[src/rtl/alu_cmd_sequencer_pkg.sv]
// Shared definitions for the ALU command sequencer: default widths and
// FSM state encodings used by the top level.
package alu_cmd_sequencer_pkg;

  // Default geometry of the attached ALU and the command buffer
  localparam int unsigned DATA_W_DEF = 8;
  localparam int unsigned SEL_W_DEF  = 3;
  localparam int unsigned DEPTH_DEF  = 4;
  localparam int unsigned SETTLE_DEF = 1;

  // FSM state encodings (kept as plain constants for legacy tools)
  typedef logic [1:0] seq_state_t;
  localparam logic [1:0] ST_IDLE   = 2'd0;
  localparam logic [1:0] ST_SETTLE = 2'd1;
  localparam logic [1:0] ST_RESULT = 2'd2;

endpackage

[src/rtl/alu_cmd_sequencer_if.sv]
// Bundle of the command, ALU-drive and result streams of the sequencer.
// slave  : the sequencer itself
// master : the environment (command source, ALU and result consumer)
interface alu_cmd_sequencer_if
  import alu_cmd_sequencer_pkg::*;
#(
  parameter int unsigned DATA_W = DATA_W_DEF,
  parameter int unsigned SEL_W  = SEL_W_DEF,
  parameter int unsigned DEPTH  = DEPTH_DEF
) ();

  localparam int unsigned CNT_W = $clog2(DEPTH) + 1;

  // Command stream
  logic              cmd_valid;
  logic              cmd_ready;
  logic [DATA_W-1:0] cmd_a;
  logic [DATA_W-1:0] cmd_b;
  logic [SEL_W-1:0]  cmd_s;

  // ALU drive / sample
  logic [DATA_W-1:0] alu_a;
  logic [DATA_W-1:0] alu_b;
  logic [SEL_W-1:0]  alu_s;
  logic [DATA_W-1:0] alu_y;
  logic              alu_carry;

  // Result stream
  logic              res_valid;
  logic              res_ready;
  logic [DATA_W-1:0] res_y;
  logic              res_carry;
  logic              res_zero;
  logic [SEL_W-1:0]  res_s;

  // Status
  logic [CNT_W-1:0]  fifo_count;
  logic              busy;

  modport slave (
    input  cmd_valid, cmd_a, cmd_b, cmd_s,
    input  alu_y, alu_carry,
    input  res_ready,
    output cmd_ready,
    output alu_a, alu_b, alu_s,
    output res_valid, res_y, res_carry, res_zero, res_s,
    output fifo_count, busy
  );

  modport master (
    output cmd_valid, cmd_a, cmd_b, cmd_s,
    output alu_y, alu_carry,
    output res_ready,
    input  cmd_ready,
    input  alu_a, alu_b, alu_s,
    input  res_valid, res_y, res_carry, res_zero, res_s,
    input  fifo_count, busy
  );

endinterface

[src/rtl/alu_cmd_sequencer_sync_fifo.sv]
// Synchronous FIFO with occupancy count. Head entry is presented from
// storage without bypass: a word pushed into an empty FIFO becomes visible
// at the head only after the push edge. DEPTH must be a power of two >= 2.
module sync_fifo
  import alu_cmd_sequencer_pkg::*;
#(
  parameter int unsigned WIDTH = 19,
  parameter int unsigned DEPTH = DEPTH_DEF
) (
  input  logic                       clk,
  input  logic                       rst_n,
  input  logic                       i_push,
  input  logic [WIDTH-1:0]           i_wdata,
  input  logic                       i_pop,
  output logic [WIDTH-1:0]           o_rdata,
  output logic                       o_full,
  output logic                       o_empty,
  output logic [$clog2(DEPTH):0]     o_count
);

  localparam int unsigned AW    = $clog2(DEPTH);
  localparam int unsigned CNT_W = AW + 1;

  logic [WIDTH-1:0] r_mem [DEPTH];
  logic [AW-1:0]    r_wr_ptr;
  logic [AW-1:0]    r_rd_ptr;
  logic [CNT_W-1:0] r_count;
  logic             w_do_push;
  logic             w_do_pop;

  assign o_full    = (r_count == CNT_W'(DEPTH));
  assign o_empty   = (r_count == {CNT_W{1'b0}});
  assign o_count   = r_count;
  assign o_rdata   = r_mem[r_rd_ptr];
  assign w_do_push = i_push & ~o_full;
  assign w_do_pop  = i_pop & ~o_empty;

  // Storage write; cleared on reset so the head never shows stale data
  always_ff @(posedge clk or negedge rst_n) begin
    if (!rst_n) begin
      for (int i = 0; i < int'(DEPTH); i++) begin
        r_mem[i] <= {WIDTH{1'b0}};
      end
    end else if (w_do_push) begin
      r_mem[r_wr_ptr] <= i_wdata;
    end
  end

  // Read/write pointers wrap naturally because DEPTH is a power of two
  always_ff @(posedge clk or negedge rst_n) begin
    if (!rst_n) begin
      r_wr_ptr <= {AW{1'b0}};
      r_rd_ptr <= {AW{1'b0}};
    end else begin
      if (w_do_push) begin
        r_wr_ptr <= r_wr_ptr + AW'(1);
      end
      if (w_do_pop) begin
        r_rd_ptr <= r_rd_ptr + AW'(1);
      end
    end
  end

  // Occupancy: a simultaneous push and pop leaves the count unchanged
  always_ff @(posedge clk or negedge rst_n) begin
    if (!rst_n) begin
      r_count <= {CNT_W{1'b0}};
    end else begin
      case ({w_do_push, w_do_pop})
        2'b10:   r_count <= r_count + CNT_W'(1);
        2'b01:   r_count <= r_count - CNT_W'(1);
        default: r_count <= r_count;
      endcase
    end
  end

endmodule

[src/rtl/alu_cmd_sequencer.sv]
// Issue stage for a purely combinational ALU: buffers commands, drives
// registered operands, waits SETTLE cycles, then captures y/carry and
// offers them as a valid/ready result stream.
module alu_cmd_sequencer
  import alu_cmd_sequencer_pkg::*;
#(
  parameter int unsigned DATA_W = DATA_W_DEF,
  parameter int unsigned SEL_W  = SEL_W_DEF,
  parameter int unsigned DEPTH  = DEPTH_DEF,
  parameter int unsigned SETTLE = SETTLE_DEF
) (
  input logic               clk,
  input logic               rst_n,
  alu_cmd_sequencer_if.slave bus
);

  localparam int unsigned CNT_W  = $clog2(DEPTH) + 1;
  localparam int unsigned ENT_W  = 2 * DATA_W + SEL_W;
  localparam int unsigned SCNT_W = $clog2(SETTLE + 1);

  // FIFO hookup; entry layout is {a, b, s}
  logic [ENT_W-1:0] w_fifo_wdata;
  logic [ENT_W-1:0] w_fifo_rdata;
  logic             w_fifo_full;
  logic             w_fifo_empty;
  logic [CNT_W-1:0] w_fifo_count;
  logic             w_push;
  logic             w_load;
  logic             w_capture;

  // Sequencer state
  seq_state_t        r_state;
  logic [SCNT_W-1:0] r_settle_cnt;
  logic [DATA_W-1:0] r_alu_a;
  logic [DATA_W-1:0] r_alu_b;
  logic [SEL_W-1:0]  r_alu_s;
  logic              r_res_valid;
  logic [DATA_W-1:0] r_res_y;
  logic              r_res_carry;
  logic              r_res_zero;
  logic [SEL_W-1:0]  r_res_s;

  assign w_fifo_wdata = {bus.cmd_a, bus.cmd_b, bus.cmd_s};
  assign w_push       = bus.cmd_valid & ~w_fifo_full;

  sync_fifo #(
    .WIDTH (ENT_W),
    .DEPTH (DEPTH)
  ) u_fifo (
    .clk     (clk),
    .rst_n   (rst_n),
    .i_push  (w_push),
    .i_wdata (w_fifo_wdata),
    .i_pop   (w_load),
    .o_rdata (w_fifo_rdata),
    .o_full  (w_fifo_full),
    .o_empty (w_fifo_empty),
    .o_count (w_fifo_count)
  );

  // Decide when the head command is popped and loaded onto the ALU inputs
  always_comb begin
    w_load = 1'b0;
    case (r_state)
      ST_IDLE: begin
        if (!w_fifo_empty) begin
          w_load = 1'b1;
        end else begin
          w_load = 1'b0;
        end
      end
      ST_RESULT: begin
        if (bus.res_ready && !w_fifo_empty) begin
          w_load = 1'b1;
        end else begin
          w_load = 1'b0;
        end
      end
      default: w_load = 1'b0;
    endcase
  end

  // Capture happens on the last settle cycle, when the counter reads one
  always_comb begin
    w_capture = 1'b0;
    if (r_state == ST_SETTLE && r_settle_cnt == SCNT_W'(1)) begin
      w_capture = 1'b1;
    end else begin
      w_capture = 1'b0;
    end
  end

  // State machine and settle counter
  always_ff @(posedge clk or negedge rst_n) begin
    if (!rst_n) begin
      r_state      <= ST_IDLE;
      r_settle_cnt <= {SCNT_W{1'b0}};
    end else begin
      case (r_state)
        ST_IDLE: begin
          if (w_load) begin
            r_state      <= ST_SETTLE;
            r_settle_cnt <= SCNT_W'(SETTLE);
          end
        end
        ST_SETTLE: begin
          if (w_capture) begin
            r_state <= ST_RESULT;
          end else begin
            r_settle_cnt <= r_settle_cnt - SCNT_W'(1);
          end
        end
        ST_RESULT: begin
          if (bus.res_ready) begin
            if (w_load) begin
              r_state      <= ST_SETTLE;
              r_settle_cnt <= SCNT_W'(SETTLE);
            end else begin
              r_state <= ST_IDLE;
            end
          end
        end
        default: begin
          r_state      <= ST_IDLE;
          r_settle_cnt <= {SCNT_W{1'b0}};
        end
      endcase
    end
  end

  // ALU operands change only on a load and are retained otherwise
  always_ff @(posedge clk or negedge rst_n) begin
    if (!rst_n) begin
      r_alu_a <= {DATA_W{1'b0}};
      r_alu_b <= {DATA_W{1'b0}};
      r_alu_s <= {SEL_W{1'b0}};
    end else if (w_load) begin
      r_alu_a <= w_fifo_rdata[ENT_W-1 -: DATA_W];
      r_alu_b <= w_fifo_rdata[SEL_W +: DATA_W];
      r_alu_s <= w_fifo_rdata[SEL_W-1:0];
    end
  end

  // Result capture; data held stable until the consumer takes it
  always_ff @(posedge clk or negedge rst_n) begin
    if (!rst_n) begin
      r_res_y     <= {DATA_W{1'b0}};
      r_res_carry <= 1'b0;
      r_res_zero  <= 1'b0;
      r_res_s     <= {SEL_W{1'b0}};
    end else if (w_capture) begin
      r_res_y     <= bus.alu_y;
      r_res_carry <= bus.alu_carry;
      r_res_zero  <= (bus.alu_y == {DATA_W{1'b0}});
      r_res_s     <= r_alu_s;
    end
  end

  // Result valid: set on capture, cleared when the result is accepted
  always_ff @(posedge clk or negedge rst_n) begin
    if (!rst_n) begin
      r_res_valid <= 1'b0;
    end else if (w_capture) begin
      r_res_valid <= 1'b1;
    end else if (r_state == ST_RESULT && bus.res_ready) begin
      r_res_valid <= 1'b0;
    end
  end

  assign bus.cmd_ready  = ~w_fifo_full;
  assign bus.alu_a      = r_alu_a;
  assign bus.alu_b      = r_alu_b;
  assign bus.alu_s      = r_alu_s;
  assign bus.res_valid  = r_res_valid;
  assign bus.res_y      = r_res_y;
  assign bus.res_carry  = r_res_carry;
  assign bus.res_zero   = r_res_zero;
  assign bus.res_s      = r_res_s;
  assign bus.fifo_count = w_fifo_count;
  assign bus.busy       = (r_state != ST_IDLE) || (w_fifo_count != {CNT_W{1'b0}});

endmodule

[src/flat_wrapper.sv]
// flat-port wrapper written by rule: the top's interface ports become plain ports
module alu_cmd_sequencer_flat import alu_cmd_sequencer_pkg::*;
#(
  parameter int unsigned DATA_W = DATA_W_DEF,
  parameter int unsigned SEL_W  = SEL_W_DEF,
  parameter int unsigned DEPTH  = DEPTH_DEF,
  parameter int unsigned SETTLE = SETTLE_DEF
)
  (clk, rst_n, bus_cmd_valid, bus_cmd_a, bus_cmd_b, bus_cmd_s, bus_alu_y, bus_alu_carry, bus_res_ready, bus_cmd_ready, bus_alu_a, bus_alu_b, bus_alu_s, bus_res_valid, bus_res_y, bus_res_carry, bus_res_zero, bus_res_s, bus_fifo_count, bus_busy);
  alu_cmd_sequencer_if #(.DATA_W(DATA_W), .SEL_W(SEL_W), .DEPTH(DEPTH)) bus_i ();
  input logic clk;
  input logic rst_n;
  input wire logic [$bits(bus_i.cmd_valid)-1:0] bus_cmd_valid;
  input wire logic [$bits(bus_i.cmd_a)-1:0] bus_cmd_a;
  input wire logic [$bits(bus_i.cmd_b)-1:0] bus_cmd_b;
  input wire logic [$bits(bus_i.cmd_s)-1:0] bus_cmd_s;
  input wire logic [$bits(bus_i.alu_y)-1:0] bus_alu_y;
  input wire logic [$bits(bus_i.alu_carry)-1:0] bus_alu_carry;
  input wire logic [$bits(bus_i.res_ready)-1:0] bus_res_ready;
  output wire logic [$bits(bus_i.cmd_ready)-1:0] bus_cmd_ready;
  output wire logic [$bits(bus_i.alu_a)-1:0] bus_alu_a;
  output wire logic [$bits(bus_i.alu_b)-1:0] bus_alu_b;
  output wire logic [$bits(bus_i.alu_s)-1:0] bus_alu_s;
  output wire logic [$bits(bus_i.res_valid)-1:0] bus_res_valid;
  output wire logic [$bits(bus_i.res_y)-1:0] bus_res_y;
  output wire logic [$bits(bus_i.res_carry)-1:0] bus_res_carry;
  output wire logic [$bits(bus_i.res_zero)-1:0] bus_res_zero;
  output wire logic [$bits(bus_i.res_s)-1:0] bus_res_s;
  output wire logic [$bits(bus_i.fifo_count)-1:0] bus_fifo_count;
  output wire logic [$bits(bus_i.busy)-1:0] bus_busy;
  assign bus_i.cmd_valid = bus_cmd_valid;
  assign bus_i.cmd_a = bus_cmd_a;
  assign bus_i.cmd_b = bus_cmd_b;
  assign bus_i.cmd_s = bus_cmd_s;
  assign bus_i.alu_y = bus_alu_y;
  assign bus_i.alu_carry = bus_alu_carry;
  assign bus_i.res_ready = bus_res_ready;
  assign bus_cmd_ready = bus_i.cmd_ready;
  assign bus_alu_a = bus_i.alu_a;
  assign bus_alu_b = bus_i.alu_b;
  assign bus_alu_s = bus_i.alu_s;
  assign bus_res_valid = bus_i.res_valid;
  assign bus_res_y = bus_i.res_y;
  assign bus_res_carry = bus_i.res_carry;
  assign bus_res_zero = bus_i.res_zero;
  assign bus_res_s = bus_i.res_s;
  assign bus_fifo_count = bus_i.fifo_count;
  assign bus_busy = bus_i.busy;
  alu_cmd_sequencer #(.DATA_W(DATA_W), .SEL_W(SEL_W), .DEPTH(DEPTH), .SETTLE(SETTLE)) u_core (.clk(clk), .rst_n(rst_n), .bus(bus_i));
endmodule
[config.mk]
export PLATFORM = sky130hd
export DESIGN_NAME = alu_cmd_sequencer_flat
export DESIGN_NICKNAME = d
export VERILOG_FILES = /design/src/rtl/alu_cmd_sequencer_pkg.sv /design/src/rtl/alu_cmd_sequencer_if.sv /design/src/rtl/alu_cmd_sequencer_sync_fifo.sv /design/src/rtl/alu_cmd_sequencer.sv /design/src/flat_wrapper.sv
export SDC_FILE = /design/constraint.sdc
export NUM_CORES = 1
export LEC_CHECK = 0
export ABC_AREA = 1
export BUFFER_PORTS_ARGS = -buffer_cell sky130_fd_sc_hd__buf_2
export CORE_MARGIN = 2
export CORE_UTILIZATION = 45
export DETAILED_ROUTE_END_ITERATION = 12
export GPL_ROUTABILITY_DRIVEN = 0
export GPL_TIMING_DRIVEN = 0
export PLACE_DENSITY_LB_ADDON = 0.15
export REMOVE_ABC_BUFFERS = 1
export SYNTH_ARGS = -nofsm -noshare
export SYNTH_HDL_FRONTEND = slang
export SYNTH_HIERARCHICAL = 1
export SYNTH_SLANG_ARGS = --single-unit
[constraint.sdc]
create_clock -name clk -period 3 [get_ports clk]
set_clock_uncertainty 0.2 [all_clocks]
set_input_delay 0.3 -clock clk [delete_from_list [all_inputs] [get_ports clk]]
set_output_delay 0.3 -clock clk [all_outputs]
set_load 0.05 [all_outputs]
==> flow_metrics.py <==
metrics = {
    "cts": {
        "htree_levels": 4,
        "cts_tree": "yes",
        "clk_latency_ns": 0.41,
        "cts_sinks": 119,
        "cts_made_buffers": 17,
        "clock-root-buffer": "clkbuf_16",
        "path_clk_slew_ns": 0.05,
        "clockBufferDepth": 2,
    },
    "synthesis": {
        "ys_async_sr_fraction_pct": 100,
        "yosys.area_share.simple_pct": 31.4,
        "synth-compound-area-share_pct": 6.84,
        "yosysMostFrequentCell": "nand2_1",
        "synthMuxAreaShare_pct": 0,
        "synth_edf_count": 0,
        "synthXorXnorAreaFrac_pct": 0.156,
        "postSynthCellCount": 683,
        "yosysWarnings": 6,
        "yosys-top-cells-count": "nand2_1, dfrtp_1, nand4_1",
        "synth_area_leader_cell": "dfrtp_1",
        "syn_area_sq_um": 5620,
        "synthAdderAreaFrac_pct": 1.47,
        "yosysSeqAreaShare_pct": 53.0,
        "synth_cell_type_count": 27,
        "synth_flop_cell": "dfrtp_1",
        "synth_top_family_by_area": "simple AND/OR/NAND/NOR gates",
        "ys_top_cells_by_area": "dfrtp_1, nand2_1, nand4_1",
        "ys_ff_latch": 119,
        "synth_top_area_share_pct": 53.0,
        "syn-mean-instance-area_sq_um": 8.22,
    },
    "routing": {
        "drt.antenna.violating_nets": 0,
        "firstDrtPassIters": 5,
        "route.detailed.drc": 0,
        "first_iter_violations": 468,
        "vias": 5058,
        "routed_via_density": 5.34,
        "wl_um": 15500,
        "wl_per_cell_um": 16.4,
    },
    "run": {
        "drv_cap": 0,
    },
    "power": {
        "p_leak_nw": 3.60,
        "p_per_area_nw_per_um2": 1250,
        "ir_worst_vdd_uv": 754,
    },
    "timing": {
        "setup_viol": 0,
        "layout_setup_ws_ns": 0.206,
        "relSlewSlack_pct": 12.0,
        "whs_ns": 0.0972,
        "rsz0062_at_grt": "false",
        "hold_violations": 0,
        "period_share_pct": 93.1,
        "tightest_slew_ns": 1.32,
        "fmax_ghz": 0.358,
        "finalCriticalPeriod_ns": 2.79,
        "drv_slew": 0,
    },
    "finish": {
        "drive_above_1_share_pct": 15.8,
        "finalNetCount": 804,
        "final_cells": 947,
        "area_delta_synth_final_pct": 23.9,
        "multiInputGateArea_sq_um": 2300,
        "register_area_sq_um": 2980,
        "diodes": 0,
        "n_fill_cell": 1142,
    },
    "worst_setup_path": {
        "cp_slowest_stage_delay_ns": 0.92,
        "cp.required_ns": 3.10,
        "worstPathMaxFanout": 20,
        "critPathArrivalTime_ns": 2.89,
        "crit_top_cell": "nand2_1",
        "crit_path_end_kind": "flip-flop",
        "worstSetupPathType": "reg -> reg",
        "startpoint_type": "flip-flop",
        "critPathSlowestCell": "ha_1",
        "path_cells": "inv_1 > ha_1 > nand3_2 > nand2_1 > nand2_1",
    },
    "die": {
        "io_pins": 70,
        "fp.coreArea_sq_um": 12100,
        "die_height_um": 116,
        "start_util_pct": 46.4,
        "die-width_um": 116,
        "die-area_sq_um": 13400,
        "rows": 40,
    },
    "placement": {
        "port_buffers": 69,
        "place_ws_ns": -0.529,
        "post-dp-hpwl_um": 7740,
        "place_inst": 874,
    },
    "outcome": {
        "status": "complete, no violations",
    },
    "global_routing": {
        "antenna_found_initial": 0,
        "grt_usage_pct": 24.2,
        "grt_overflow_total": 0,
        "grt_pass1_vias": 4784,
        "grt_pass1_wl_um": 24700,
        "grt_max_degree": 67,
    },
    "worst_hold_path": {
        "min_path_type": "in -> reg",
    },
}
area by class of cell:
class,instances,share of cell area (%)
clock buffers,30,7.68
clock inverters,2,0.144
inverters,31,1.85
multi-input cells,486,33.0
flip-flops and latches,119,42.8
well taps,168,3.02
repair buffers,111,11.5
power by group:
part           total, mW  leakage [nW]  internal [mW]  switching, mW
logic               3.99          1.84           1.12           2.87
registers           2.86          1.49           2.35          0.506
clock network       1.87         0.269           1.19          0.685
flip-flops by register name (all words and copies together) (netlist names), 2 cells and up:
name and flops:
u_core/bus.alu_a 8, u_core/bus.alu_b 8, u_core/bus.alu_s 3, u_core/bus.res_s 3
u_core/bus.res_y 8, u_core/r_state 2, u_core/u_fifo/o_count 3, u_core/u_fifo/r_mem 76
u_core/u_fifo/r_rd_ptr 2, u_core/u_fifo/r_wr_ptr 2
final timing paths:
kind,startpoint,endpoint,slack [ns],depth (start not counted)
setup / recovery,u_core/u_fifo/r_wr_ptr[0]$_DFFE_PN0P_,u_core/u_fifo/r_mem[68]$_DFFE_PN0P_,0.21,5
hold / removal,bus_cmd_valid,u_core/u_fifo/r_mem[47]$_DFFE_PN0P_,0.1,5
setup reg to reg,u_core/u_fifo/r_wr_ptr[0]$_DFFE_PN0P_,u_core/u_fifo/r_mem[68]$_DFFE_PN0P_,0.21,5
hold reg to reg,u_core/u_fifo/r_mem[54]$_DFFE_PN0P_,u_core/u_fifo/r_mem[54]$_DFFE_PN0P_,0.26,2
max in group asynchronous,rst_n,u_core/u_fifo/r_mem[23]$_DFFE_PN0P_,1.70,3
min in group asynchronous,rst_n,u_core/u_fifo/o_count[0]$_DFFE_PN0P_,0.21,2
routing by layer:
| layer | share of wire (%) | up-vias | track usage, % | routed length [um] |
|---|---|---|---|---|
| met5 | 0 | - | 0 | 0 |
| met4 | 1.2 | 0 | 7.54 | 180 |
| met3 | 6.6 | 16 | 5.28 | 1020 |
| met2 | 48 | 163 | 40.0 | 7480 |
| met1 | 44 | 2464 | 32.0 | 6830 |
| li1 | - | 2415 | - | - |
stage by stage:
step	TNS, ns	area (sq um)	power, mW	utilization, %
floorplan	-225.22	5330	5.42	-
detailed placement	-8.88	5980	6.58	49.3
finish	0	6960	8.72	57.5
global route	0	6960	9.36	57.5
global placement	-411.41	5890	6.42	48.6
CTS	-0.0132	6860	8.59	56.6
critical path, delay by kind of cell (launching register included):
family | cells | cell delay, ns
buffers and inverters | 1 | 0.11
adder cells (fa/ha/maj) | 1 | 0.92
flip-flops | 1 | 0.42
AND/OR/NAND/NOR | 3 | 1.00
layout by cell type (no fill, tap or decap), drive strengths merged:
cell type      n
inv           30
nor2          65
clkinv         3
nand3         11
xnor2          1
o21ai         73
o31ai          1
buf           81
o211ai         1
a21oi          1
nand4         77
clkbuf        30
dfrtp        119
nor3           1
ha             5
nand2        249
dlygate4sd3   30
fa             1
timing repair:
| item | 4_1_cts | 5_1_grt |
|---|---|---|
| buffers inserted | 0 | 9 |
| endpoints found under the hold margin | 139 | 0 |
| resized for setup | 6 | 4 |
| pin swaps | 1 | 2 |
| cloned | 1 | 1 |
| hold buffers | 30 | 0 |
| setup endpoints to repair | 41 | 3 |
logic make-up after synthesis:
group / after synthesis
AOI/OAI and AO/OA: 75
DFF: 119
and+or+nand+nor: 402
buffers and inverters: 80
xor gates and xnor gates: 1
adders and majority gates: 6
Note: power is estimated with default switching activity, not from simulation.
